`src/rtl/wb_uart_fifo_pkg.sv`:
```
// Shared definitions for wb_uart_fifo: register offsets, STATUS bit positions,
// serializer/deserializer state encoding and the divisor clamp helper.
package wb_uart_fifo_pkg;

  localparam logic [1:0] REG_RXTX   = 2'd0;
  localparam logic [1:0] REG_STATUS = 2'd1;
  localparam logic [1:0] REG_IE     = 2'd2;
  localparam logic [1:0] REG_DIV    = 2'd3;

  localparam int ST_RX_AVAIL   = 0;
  localparam int ST_TX_FULL    = 1;
  localparam int ST_TX_IDLE    = 2;
  localparam int ST_RX_OVR     = 3;
  localparam int ST_FRAME_ERR  = 4;
  localparam int ST_TX_OVF     = 5;
  localparam int ST_RX_CNT_LSB = 8;

  typedef enum logic [1:0] {
    IDLE  = 2'd0,
    START = 2'd1,
    DATA  = 2'd2,
    STOP  = 2'd3
  } uart_state_e;

  // Divisors below 2 would leave no room for the half-bit start sample.
  function automatic logic [15:0] clamp_div(input logic [15:0] v);
    return (v < 16'd2) ? 16'd2 : v;
  endfunction

endpackage

```
`src/rtl/wb_uart_fifo_sync_fifo.sv`:
```
// Synchronous first-word-fall-through FIFO; pointers carry one wrap bit so
// full and empty are distinguished without a separate counter.
module sync_fifo #(
  parameter int width = 8,
  parameter int aw    = 4
) (
  input  logic             clk,
  input  logic             rst,
  input  logic             push_i,
  input  logic             pop_i,
  input  logic [width-1:0] din_i,
  output logic [width-1:0] dout_o,
  output logic             full_o,
  output logic             empty_o,
  output logic [aw:0]      count_o
);

  localparam logic [aw:0] PTR_ONE = {{aw{1'b0}}, 1'b1};

  logic [width-1:0] mem_q [2**aw];
  logic [aw:0]      wr_ptr_q, wr_ptr_d;
  logic [aw:0]      rd_ptr_q, rd_ptr_d;
  logic             do_push, do_pop;

  assign empty_o = (wr_ptr_q == rd_ptr_q);
  assign full_o  = (wr_ptr_q[aw] != rd_ptr_q[aw]) &&
                   (wr_ptr_q[aw-1:0] == rd_ptr_q[aw-1:0]);
  assign count_o = wr_ptr_q - rd_ptr_q;
  assign dout_o  = mem_q[rd_ptr_q[aw-1:0]];

  // A pop in the same cycle frees the slot, so a push into a full FIFO still lands.
  assign do_pop  = pop_i & ~empty_o;
  assign do_push = push_i & (~full_o | do_pop);

  assign wr_ptr_d = do_push ? wr_ptr_q + PTR_ONE : wr_ptr_q;
  assign rd_ptr_d = do_pop  ? rd_ptr_q + PTR_ONE : rd_ptr_q;

  always_ff @(posedge clk) begin
    if (do_push) mem_q[wr_ptr_q[aw-1:0]] <= din_i;
  end

  always_ff @(posedge clk) begin
    if (rst) begin
      wr_ptr_q <= '0;
      rd_ptr_q <= '0;
    end else begin
      wr_ptr_q <= wr_ptr_d;
      rd_ptr_q <= rd_ptr_d;
    end
  end

endmodule

```
`src/rtl/wb_uart_fifo.sv`:
```
// Wishbone slave UART: 8N1 serializer/deserializer, TX and RX FIFOs,
// programmable baud divisor and a registered level interrupt.
module wb_uart_fifo
  import wb_uart_fifo_pkg::*;
#(
  parameter int clk_freq = 50000000,
  parameter int baud     = 115200,
  parameter int fifo_aw  = 4
) (
  input  logic        clk,
  input  logic        rst,
  input  logic [31:0] wb_adr_i,
  input  logic [31:0] wb_dat_i,
  output logic [31:0] wb_dat_o,
  input  logic [3:0]  wb_sel_i,
  input  logic        wb_stb_i,
  input  logic        wb_cyc_i,
  input  logic        wb_we_i,
  output logic        wb_ack_o,
  output logic        intr,
  input  logic        uart_rxd,
  output logic        uart_txd
);

  localparam int          CW        = fifo_aw + 1;
  localparam logic [15:0] DIV_RESET = clamp_div(16'(clk_freq / baud));

  logic        ack_q;
  logic [31:0] dat_q;
  logic [1:0]  ie_q;
  logic [15:0] div_q;
  logic        rx_ovr_q, frame_err_q, tx_ovf_q, intr_q;

  logic        acc, wr, rd;
  logic [1:0]  reg_sel;
  logic [31:0] rdata;

  logic          tx_push, tx_pop, tx_full, tx_empty, tx_push_req, tx_idle, tx_ovf_set;
  logic [7:0]    tx_dout;
  logic [CW-1:0] tx_count;
  logic          rx_push, rx_pop, rx_full, rx_empty, rx_ovr_set, frame_err_set;
  logic [7:0]    rx_dout;
  logic [CW-1:0] rx_count;

  uart_state_e tx_state_q, tx_state_d;
  logic [15:0] tx_cnt_q, tx_cnt_d;
  logic [2:0]  tx_bit_q, tx_bit_d;
  logic [7:0]  tx_shr_q, tx_shr_d;
  logic        txd_q, txd_d, tx_tick;

  uart_state_e rx_state_q, rx_state_d;
  logic [15:0] rx_cnt_q, rx_cnt_d;
  logic [2:0]  rx_bit_q, rx_bit_d;
  logic [7:0]  rx_shr_q, rx_shr_d;
  logic        rxd_meta_q, rxd_sync_q, rxd_prev_q, rx_tick;

  assign acc     = wb_stb_i & wb_cyc_i & ~ack_q;
  assign reg_sel = wb_adr_i[3:2];
  assign wr      = acc & wb_we_i;
  assign rd      = acc & ~wb_we_i;

  assign rx_pop      = rd & (reg_sel == REG_RXTX) & ~rx_empty;
  assign tx_push_req = wr & (reg_sel == REG_RXTX);
  assign tx_push     = tx_push_req & (~tx_full | tx_pop);
  assign tx_ovf_set  = tx_push_req & tx_full & ~tx_pop;
  assign tx_idle     = tx_empty & (tx_state_q == IDLE);

  always_comb begin
    rdata = '0;
    unique case (reg_sel)
      REG_RXTX:   rdata[7:0] = rx_empty ? 8'h00 : rx_dout;
      REG_STATUS: begin
        rdata[ST_RX_AVAIL]            = ~rx_empty;
        rdata[ST_TX_FULL]             = tx_full;
        rdata[ST_TX_IDLE]             = tx_idle;
        rdata[ST_RX_OVR]              = rx_ovr_q;
        rdata[ST_FRAME_ERR]           = frame_err_q;
        rdata[ST_TX_OVF]              = tx_ovf_q;
        rdata[ST_RX_CNT_LSB +: CW]    = rx_count;
      end
      REG_IE:     rdata[1:0]  = ie_q;
      REG_DIV:    rdata[15:0] = div_q;
    endcase
  end

  always_ff @(posedge clk) begin
    if (rst) begin
      ack_q       <= 1'b0;
      dat_q       <= '0;
      ie_q        <= '0;
      div_q       <= DIV_RESET;
      rx_ovr_q    <= 1'b0;
      frame_err_q <= 1'b0;
      tx_ovf_q    <= 1'b0;
      intr_q      <= 1'b0;
    end else begin
      ack_q <= acc;
      if (acc) dat_q <= wb_we_i ? 32'h0 : rdata;
      if (wr && reg_sel == REG_IE)  ie_q  <= wb_dat_i[1:0];
      if (wr && reg_sel == REG_DIV) div_q <= clamp_div(wb_dat_i[15:0]);
      if (wr && reg_sel == REG_STATUS) begin
        if (wb_dat_i[ST_RX_OVR])    rx_ovr_q    <= 1'b0;
        if (wb_dat_i[ST_FRAME_ERR]) frame_err_q <= 1'b0;
        if (wb_dat_i[ST_TX_OVF])    tx_ovf_q    <= 1'b0;
      end
      // A new event in the same cycle as a clear keeps the flag set.
      if (rx_ovr_set)    rx_ovr_q    <= 1'b1;
      if (frame_err_set) frame_err_q <= 1'b1;
      if (tx_ovf_set)    tx_ovf_q    <= 1'b1;
      intr_q <= (ie_q[0] & ~rx_empty) | (ie_q[1] & tx_idle);
    end
  end

  // Transmitter: the bit timer reloads from div_q at every bit boundary.
  assign tx_tick = (tx_cnt_q == '0);

  always_comb begin
    tx_state_d = tx_state_q;
    tx_cnt_d   = tx_tick ? tx_cnt_q : tx_cnt_q - 16'd1;
    tx_bit_d   = tx_bit_q;
    tx_shr_d   = tx_shr_q;
    txd_d      = txd_q;
    tx_pop     = 1'b0;
    unique case (tx_state_q)
      IDLE: begin
        txd_d = 1'b1;
        if (!tx_empty) begin
          tx_pop     = 1'b1;
          tx_shr_d   = tx_dout;
          txd_d      = 1'b0;
          tx_cnt_d   = div_q - 16'd1;
          tx_state_d = START;
        end
      end
      START: if (tx_tick) begin
        tx_state_d = DATA;
        tx_bit_d   = '0;
        txd_d      = tx_shr_q[0];
        tx_cnt_d   = div_q - 16'd1;
      end
      DATA: if (tx_tick) begin
        tx_cnt_d = div_q - 16'd1;
        if (tx_bit_q == 3'd7) begin
          tx_state_d = STOP;
          txd_d      = 1'b1;
        end else begin
          tx_bit_d = tx_bit_q + 3'd1;
          tx_shr_d = tx_shr_q >> 1;
          txd_d    = tx_shr_q[1];
        end
      end
      STOP: if (tx_tick) begin
        tx_cnt_d = div_q - 16'd1;
        // Chain straight into the next start bit so frames have no gap.
        if (!tx_empty) begin
          tx_pop     = 1'b1;
          tx_shr_d   = tx_dout;
          txd_d      = 1'b0;
          tx_state_d = START;
        end else begin
          tx_state_d = IDLE;
        end
      end
    endcase
  end

  always_ff @(posedge clk) begin
    if (rst) begin
      tx_state_q <= IDLE;
      tx_cnt_q   <= '0;
      tx_bit_q   <= '0;
      tx_shr_q   <= '0;
      txd_q      <= 1'b1;
    end else begin
      tx_state_q <= tx_state_d;
      tx_cnt_q   <= tx_cnt_d;
      tx_bit_q   <= tx_bit_d;
      tx_shr_q   <= tx_shr_d;
      txd_q      <= txd_d;
    end
  end

  assign rx_tick = (rx_cnt_q == '0);

  always_comb begin
    rx_state_d    = rx_state_q;
    rx_cnt_d      = rx_tick ? rx_cnt_q : rx_cnt_q - 16'd1;
    rx_bit_d      = rx_bit_q;
    rx_shr_d      = rx_shr_q;
    rx_push       = 1'b0;
    rx_ovr_set    = 1'b0;
    frame_err_set = 1'b0;
    unique case (rx_state_q)
      IDLE: if (rxd_prev_q && !rxd_sync_q) begin
        rx_state_d = START;
        rx_cnt_d   = (div_q >> 1) - 16'd1;
      end
      START: if (rx_tick) begin
        if (rxd_sync_q) begin
          rx_state_d = IDLE;
        end else begin
          rx_state_d = DATA;
          rx_bit_d   = '0;
          rx_cnt_d   = div_q - 16'd1;
        end
      end
      DATA: if (rx_tick) begin
        rx_shr_d = {rxd_sync_q, rx_shr_q[7:1]};
        rx_cnt_d = div_q - 16'd1;
        if (rx_bit_q == 3'd7) rx_state_d = STOP;
        else                  rx_bit_d   = rx_bit_q + 3'd1;
      end
      STOP: if (rx_tick) begin
        rx_state_d = IDLE;
        if (!rxd_sync_q)              frame_err_set = 1'b1;
        else if (rx_full && !rx_pop)  rx_ovr_set    = 1'b1;
        else                          rx_push       = 1'b1;
      end
    endcase
  end

  always_ff @(posedge clk) begin
    if (rst) begin
      rxd_meta_q <= 1'b1;
      rxd_sync_q <= 1'b1;
      rxd_prev_q <= 1'b1;
      rx_state_q <= IDLE;
      rx_cnt_q   <= '0;
      rx_bit_q   <= '0;
      rx_shr_q   <= '0;
    end else begin
      rxd_meta_q <= uart_rxd;
      rxd_sync_q <= rxd_meta_q;
      rxd_prev_q <= rxd_sync_q;
      rx_state_q <= rx_state_d;
      rx_cnt_q   <= rx_cnt_d;
      rx_bit_q   <= rx_bit_d;
      rx_shr_q   <= rx_shr_d;
    end
  end

  sync_fifo #(.width(8), .aw(fifo_aw)) u_tx_fifo (
    .clk     (clk),
    .rst     (rst),
    .push_i  (tx_push),
    .pop_i   (tx_pop),
    .din_i   (wb_dat_i[7:0]),
    .dout_o  (tx_dout),
    .full_o  (tx_full),
    .empty_o (tx_empty),
    .count_o (tx_count)
  );

  sync_fifo #(.width(8), .aw(fifo_aw)) u_rx_fifo (
    .clk     (clk),
    .rst     (rst),
    .push_i  (rx_push),
    .pop_i   (rx_pop),
    .din_i   (rx_shr_q),
    .dout_o  (rx_dout),
    .full_o  (rx_full),
    .empty_o (rx_empty),
    .count_o (rx_count)
  );

  assign wb_ack_o = ack_q;
  assign wb_dat_o = dat_q;
  assign intr     = intr_q;
  assign uart_txd = txd_q;

  logic unused_ok;
  assign unused_ok = ^{wb_adr_i[31:4], wb_adr_i[1:0], wb_sel_i, wb_dat_i[31:16], tx_count};

endmodule

```
`config.mk`:
```
export PLATFORM = sky130hd
export DESIGN_NAME = wb_uart_fifo
export DESIGN_NICKNAME = d
export VERILOG_FILES = /design/src/rtl/wb_uart_fifo_pkg.sv /design/src/rtl/wb_uart_fifo_sync_fifo.sv /design/src/rtl/wb_uart_fifo.sv
export SDC_FILE = /design/constraint.sdc
export NUM_CORES = 1
export LEC_CHECK = 0
export BUFFER_PORTS_ARGS = -buffer_cell sky130_fd_sc_hd__buf_2
export CAP_MARGIN = 20
export CORE_MARGIN = 1
export CORE_UTILIZATION = 24
export CTS_CLUSTER_DIAMETER = 30
export DETAILED_ROUTE_END_ITERATION = 10
export GPL_TIMING_DRIVEN = 0
export RECOVER_POWER = 50
export SLEW_MARGIN = 20
export SYNTH_ARGS = -nofsm -noshare
export SYNTH_HDL_FRONTEND = slang
export SYNTH_HIERARCHICAL = 1
export SYNTH_SLANG_ARGS = --single-unit
export TNS_END_PERCENT = 1
```
`constraint.sdc`:
```
create_clock -name clk -period 3.45 [get_ports clk]
set_clock_uncertainty 0.1 [all_clocks]
set_input_delay 0.345 -clock clk [delete_from_list [all_inputs] [get_ports clk]]
set_output_delay 0.345 -clock clk [all_outputs]
set_load 0.05 [all_outputs]
```
==> summary.md, run 1 <==
| Metric | Value |
|---|---|
| Status | completed |
| # port buffers | 42 |
| PD cells | roughly 700 mW/mm^2 |
| Final WL | 47.0 mm |
| Worst reg2reg startpoint | tx_cnt_q[1] |
| Slew @ Worst Pin | 1.11 ns |
| Critical path type | flop to flop |
| Area of the multi-input gates | between 0.006 and 0.007 sq mm |
| Worst skew pair latency | 0.64 ns |
| CTS root buf | clkbuf_16 |
| Gate power share | 13.0% |
| Syn Inst Count | 1370 |
| DP HPWL | ~32 mm |
| Number of vias per cell | 4.76 |
| Largest net degree at the start of global routing | 20 |
| CTS Sinks | 385 |
| Synthesized cell area | 0.0174 sq mm |
| H-tree levels | 3 |
| Clock tree buffer depth | 3 |
| DRC viols | 0 |
| Tmin final | approximately 3.4 ns |
| Internal power | 11.9 mW |
| CTS tree | built |
| GRT overflow | 0 |
| LEAKAGE | 7.52 nW |
| Antenna Nets Post-Route | 0 |
| Initial DRC Count | 942 |
| Final period utilization | 99.4% |
| Clock slew at reported path FFs | 0.05 ns |
| Drt pass-1 iters | 5 |
| WHS Path Cells | 5 |
| Crit-path max FO | 8 |
| Hold EP | wb_dat_o[15] |
| Fillers | approximately 7000 |
| Placer Congestion | 0.853 |
| Fin nets | roughly 1700 |
| Final Max Tran Viols | 0 |
| Critical path data arrival time | ~3.7 ns |
| Endpoints failing setup | 0 |
| Startpoint types | flop |
| Initial Utilization | 24.3% |
| Headroom to the max-slew limit | 26.1% |
| RSZ-0062 raised after global routing | yes |
| Vias | 12266 |
| Die height | between 200 and 300 microns |
| Storage element area | 0.0103 sq mm |
| Sw Pwr | 4.25 mW |
| Dpl cell area | 0.0189 sq mm |
| Ys Warns | 6 |
| Num CTS Buffers | 88 |
| Die Wd | ~270 microns |
| Min-delay worst type | primary input to flop |
| Clock power share | 54.4% |
| Overall routing resource usage | between 10 and 15% |
| Flop-to-flop setup slack | between 0.02 and 0.025 ns |
| R2R depth | 12 |
| Seq pwr share | 32.6% |
| Final setup margin | 0.0220 ns |
| WP data required | 3.70 ns |
| Sw Share | 26.3% |
| First-pass GRT wire length | 71.5 mm |
| Core region area | ~0.07 sq mm |
| Layout cell share with drive strength beyond 1 | between 20% and 30% |
| Io pins | 109 |
| Worst reg2reg path endpoint | u_tx_fifo/mem_q[1][5] |
| Final Hold Fails | 0 |
| Placement Setup Slack | -1.19 ns |
| Hold Startpoint | wb_we_i |
| Critical Path End Type | flop |
| Max Cap Viol | 0 |
| Layout area overhead | 30.6% |
| Max Freq | 292 MHz |
| Max VDD drop | around 0.00038 V |
| Syn_area_per_cell | 12.7 sq um |
| Design area | 0.0227 sq mm |
| Vias in the first global route | 11997 |
| Drt wl/cell | 18.2 microns |
| Antenna violations before repair | 3 |
| FP Rows | 98 |
| Die footprint | 0.0736 sq mm |
| Final Hold Slack | 0.212 ns |
==> stage by stage <==
step	util (%)	instances	total power, mW	TNS [ns]
after floorplan	-	1385	6.81	-10.16
after global placement	26.4	2377	7.25	-238.27
after detailed placement	26.4	2377	7.30	-241.31
after CTS	31.6	2566	16.2	0
after global routing	31.7	2574	16.8	-1.15
final	31.7	2575	16.2	0
==> cell usage in the layout, fill, tap and decap left out, types with 9 or more instances in the layout <==
cell type	instances
edfxtp_1	256
dfxtp_1	129
nand2_1	121
clkbuf_1	95
clkbuf_16	88
a21oi_1	78
nor2_1	73
mux4_2	64
a22oi_1	43
nand3_1	39
ha_1	36
buf_4	32
inv_1	31
o21ai_0	30
xnor2_1	24
xor2_1	23
nor3_1	21
buf_2	19
nor4_1	18
nor2_4	18
nand4_1	17
mux2i_1	17
conb_1	16
bufinv_16	15
buf_1	14
nor2b_1	12
clkinv_2	11
nand2b_1	10
a31oi_1	10
dlygate4sd3_1	10
or3_1	9
a311oi_1	9
clkinv_4	9
==> power groups by stage <==
| stage | Sequential (mW) | Combinational, mW | Clock, mW |
|---|---|---|---|
| after floorplan | 5.30 | 1.51 | 0 |
| after global placement | 5.32 | 1.93 | 0 |
| after detailed placement | 5.33 | 1.97 | 0 |
| after CTS | 5.26 | 2.03 | 8.92 |
| after global routing | 5.28 | 2.30 | 9.18 |
| final | 5.26 | 2.11 | 8.79 |
==> worst max-delay path: stages, from the launching register on <==
cell,delay (ns)
dfxtp_1,0.31
inv_1,0.10
ha_2,0.20
or4b_4,0.50
nor4_4,0.36
a21oi_1,0.11
or3_4,0.39
a21oi_4,0.24
o31a_1,0.19
buf_6,0.15
nand2_4,0.12
nor3_4,0.21
buf_12,0.16
==> flip-flops by register name, summed over array words and instances, names as in the netlist, 2 cells and up, named ones only <==
| name | count |
|---|---|
| u_rx_fifo/wr_ptr_q | 5 |
| rx_cnt_q | 16 |
| div_q | 16 |
| wb_dat_o | 16 |
| u_tx_fifo/wr_ptr_q | 5 |
| rx_bit_q | 3 |
| u_rx_fifo/rd_ptr_q | 5 |
| u_tx_fifo/rd_ptr_q | 5 |
| tx_shr_q | 8 |
| tx_cnt_q | 16 |
| u_tx_fifo/mem_q | 128 |
| tx_state_q | 2 |
| u_rx_fifo/mem_q | 128 |
| tx_bit_q | 3 |
| ie_q | 2 |
| rx_shr_q | 8 |
==> timing repair <==
item / in CTS / in global routing
pin swaps: 10 / 7
hold buffers: 10 / 0
endpoints found under the setup margin: 263 / 236
hold endpoints to repair: 11 / 0
buffers inserted: 13 / 8
resized for setup: 67 / 9
==> cell type report <==
cell class	count	share of cell area, %
diodes	1	0.0110
plain buffers	99	2.26
clock buffers	110	10.3
clock inverters	56	3.83
inverters	34	0.562
multi-input cells	867	30.3
flip-flops and latches	385	45.2
well taps	950	5.23
repair buffers	73	2.31
==> routing by layer <==
metal	part of all wire (%)	global-route usage, %	vias to the layer above
met5	0.043	0	-
met4	2.8	4.83	4
met3	9.0	4.14	104
met2	44	18.6	489
met1	44	17.1	6074
li1	-	-	5595
==> how the worst max path moves through the flow <==
stage                     cells after the start  slack [ns]               endpoint                   from
after floorplan                              10       -0.20  u_tx_fifo/mem_q[1][0]            tx_cnt_q[0]
after global placement                       10       -1.20  u_rx_fifo/mem_q[3][2]  u_rx_fifo/wr_ptr_q[0]
after detailed placement                     11       -1.19  u_rx_fifo/mem_q[8][3]  u_rx_fifo/wr_ptr_q[0]
after CTS                                    12        0.01  u_tx_fifo/mem_q[2][5]            tx_cnt_q[0]
after global routing                         12       -0.05  u_tx_fifo/mem_q[1][3]            tx_cnt_q[1]
final                                        12        0.02  u_tx_fifo/mem_q[1][5]            tx_cnt_q[1]
Note: power is estimated with default switching activity, not from simulation.
==> run 2, diff against run 1 <==
--- a/config.mk
+++ b/config.mk
@@ -5,6 +5,7 @@
 export SDC_FILE = /design/constraint.sdc
 export NUM_CORES = 1
 export LEC_CHECK = 0
+export ABC_AREA = 1
 export BUFFER_PORTS_ARGS = -buffer_cell sky130_fd_sc_hd__buf_2
 export CAP_MARGIN = 20
 export CORE_MARGIN = 1
==> summary.md, run 2 <==
| Metric | Value |
|---|---|
| Placer Congestion | 0.924 (+8.3%) |
| Ant diodes | 0 (-1) |
| Design area | 0.0238 sq mm (+4.5%) |
| R2R depth | 14 (+2) |
| Worst skew pair latency | 0.64 ns (about the same) |
| Final core occ | 31.1% (-0.62 points) |
| Critical Path End Type | flop |
| Most common cell after layout, fill and taps aside | nand2_1 |
| First-pass GRT wire length | 80.7 mm (+13%) |
| Hold Startpoint | wb_stb_i |
| Cell Chain, Critical Path | inv_1, ha_1, nand2_1, nor2_1, nand4_1, o21bai_1, nand2_1, inv_1, inv_1, nand3_4, nand2_4, inv_4, nand2_2, nor2_2 |
| Flop-to-flop setup slack | 0.09 ns (+0.06 ns) |
| DRC viols | 0 (unchanged) |
| Hold EP | wb_dat_o[15] |
| CTS tree | built |
| Syn_area_per_cell | 8.71 sq um (-31%) |
| Core region area | 0.0763 sq mm (+6.6%) |
| DP HPWL | 36.4 mm (+15%) |
| Startpoint types | flop |
| PD cells | 672 mW/mm^2 (-5.5%) |
| Commonest non-fill, non-tap cells in the layout | nand2_1 (565), edfxtp_1 (256), nor2_1 (244), nand3_1 (194), inv_1 (189) |
| Clock tree buffer depth | 3 (unchanged) |
| Die footprint | 0.0785 sq mm (+6.7%) |
| Worst reg2reg path endpoint | u_tx_fifo/mem_q[6][3] |
| Drt pass-1 iters | 6 (+1) |
| Initial Utilization | 24.3% (+0.033 points) |
| Headroom to the max-slew limit | 15.4% (-11 points) |
| Max VDD drop | 0.000338 V (-10%) |
| Fin nets | 2413 (+45%) |
| Tot Pwr | 16.0 mW (-1.2%) |
| WP data required | 3.62 ns (-0.08 ns) |
| CP most frequent cell | inv_1 |
| Synthesized cell area | 0.0186 sq mm (+6.7%) |
| Syn Inst Count | 2132 (+56%) |
| Ys Warns | 6 (unchanged) |
| Antenna Nets Post-Route | 0 (unchanged) |
| Final period utilization | 97.5% (-1.8 points) |
| CTS root buf | clkbuf_16 |
| Largest net degree at the start of global routing | 20 (unchanged) |
| # port buffers | 42 (unchanged) |
| Die height | 280 microns (+3.3%) |
| CTS Sinks | 385 (unchanged) |
| WHS Path Cells | 4 (-1) |
| Slew @ Worst Pin | 1.27 ns (+0.160 ns) |
| Overall routing resource usage | 13.3% (+0.69 points) |
| RSZ-0062 raised after global routing | yes |
| Antenna violations before repair | 2 (-1) |
| Placement Setup Slack | -0.970 ns (+0.217 ns) |
| Final Hold Slack | 0.106 ns (-0.106 ns) |
| Crit-path max FO | 8 (unchanged) |
| Vias | 15022 (+22%) |
| Final Max Tran Viols | 0 (unchanged) |
| FP Rows | 101 (+3.1%) |
| H-tree levels | 3 (unchanged) |
| Critical path type | flop to flop |
| Dpl cell area | 0.0201 sq mm (+6.6%) |
| Max Cap Viol | 0 (unchanged) |
| Num CTS Buffers | 90 (+2.3%) |
| Drt wl/cell | 15.4 microns (-16%) |
| GRT overflow | 0 (unchanged) |
| Vias in the first global route | 14289 (+19%) |
| Critical path data arrival time | 3.54 ns (-0.14 ns) |
| Io pins | 109 (unchanged) |
| Layout area overhead | 27.9% |
| LEAKAGE | 9.47 nW (+26%) |
| Layout cell share with drive strength beyond 1 | 14.2% (-8.2 points) |
| Slowest stage cell on the critical path | nand4_1 |
| Initial DRC Count | 1448 (+54%) |
| Final setup margin | 0.0857 ns (+0.0637 ns) |
| Fillers | 7942 (+13%) |
| Status | completed |
| Endpoints failing setup | 0 (unchanged) |
| Final Hold Fails | 0 (unchanged) |
| Tmin final | 3.36 ns (-0.0637 ns) |
| CP peak stage delay | 0.41 ns (-0.09 ns) |
| Max Freq | 297 MHz (+1.9%) |
| Number of vias per cell | 4.41 (-7.5%) |
| Final WL | 52.5 mm (+12%) |
| Worst reg2reg startpoint | tx_cnt_q[0] |
| Die Wd | 280 microns (+3.3%) |
| Min-delay worst type | primary input to flop |
| Clock slew at reported path FFs | 0.04 ns (about the same) |
[run 2: worst max-delay path, delay by kind of cell, from the launching register on]
kind | cells | cell delay [ns]
fa+ha+maj | 1 | 0.21
simple gates | 8 | 1.54
compound gates | 1 | 0.29
buf+inv | 4 | 0.51
flops | 1 | 0.35
[run 2: final cells by class]
class	instances	area (sq um)	share of cell area [%]
Sequential cell	385	10300	43.3
Multi-Input combinational cell	1463	7310	30.8
Clock buffer	113	2410	10.1
Tap cell	1030	1290	5.43
Inverter	204	776	3.27
Clock inverter	56	678	2.85
Buffer	93	531	2.23
Timing Repair Buffer	64	490	2.06
[run 2: power by group]
part / internal (mW) / switching [mW]
Clock: 5.66 / 2.81
Sequential: 5.08 / 0.175
Combinational: 0.764 / 1.48
[run 2: metrics by stage]
| stage | std cells | TNS, ns |
|---|---|---|
| CTS | 3401 | 0 |
| detailed placement | 3219 | -140.41 |
| global placement | 3219 | -137.98 |
| floorplan | 2147 | 0 |
| global route | 3408 | -2.41 |
| finish | 3408 | 0 |
[run 2: routing by layer]
layer / part of all wire, % / wire length (microns) / track usage [%]
met5: 0.050 / 26 / 0
met4: 2.9 / 1520 / 4.93
met2: 43 / 22700 / 20.0
met1: 46 / 24300 / 18.1
met3: 7.5 / 3940 / 3.53
[run 2: how the worst max path moves through the flow]
stage | from | endpoint | slack, ns | cells past startpoint
detailed placement | u_rx_fifo/rd_ptr_q[2] | u_rx_fifo/mem_q[0][2] | -0.97 | 16
finish | tx_cnt_q[0] | u_tx_fifo/mem_q[6][3] | 0.09 | 14
CTS | u_tx_fifo/wr_ptr_q[0] | u_tx_fifo/mem_q[9][0] | 0.03 | 16
floorplan | u_rx_fifo/rd_ptr_q[2] | u_rx_fifo/mem_q[3][0] | 0.09 | 16
global placement | u_rx_fifo/rd_ptr_q[2] | u_rx_fifo/mem_q[0][2] | -0.96 | 16
global route | tx_cnt_q[0] | u_tx_fifo/mem_q[6][3] | -0.08 | 14
[run 2: timing repair]
item                                    4_1_cts  5_1_grt
gates resized for setup                      53       18
hold endpoints to repair                     15        0
endpoints found under the setup margin      260      256
hold buffers                                 10        0
setup buffers                                 4        8
pin swaps                                     4       10
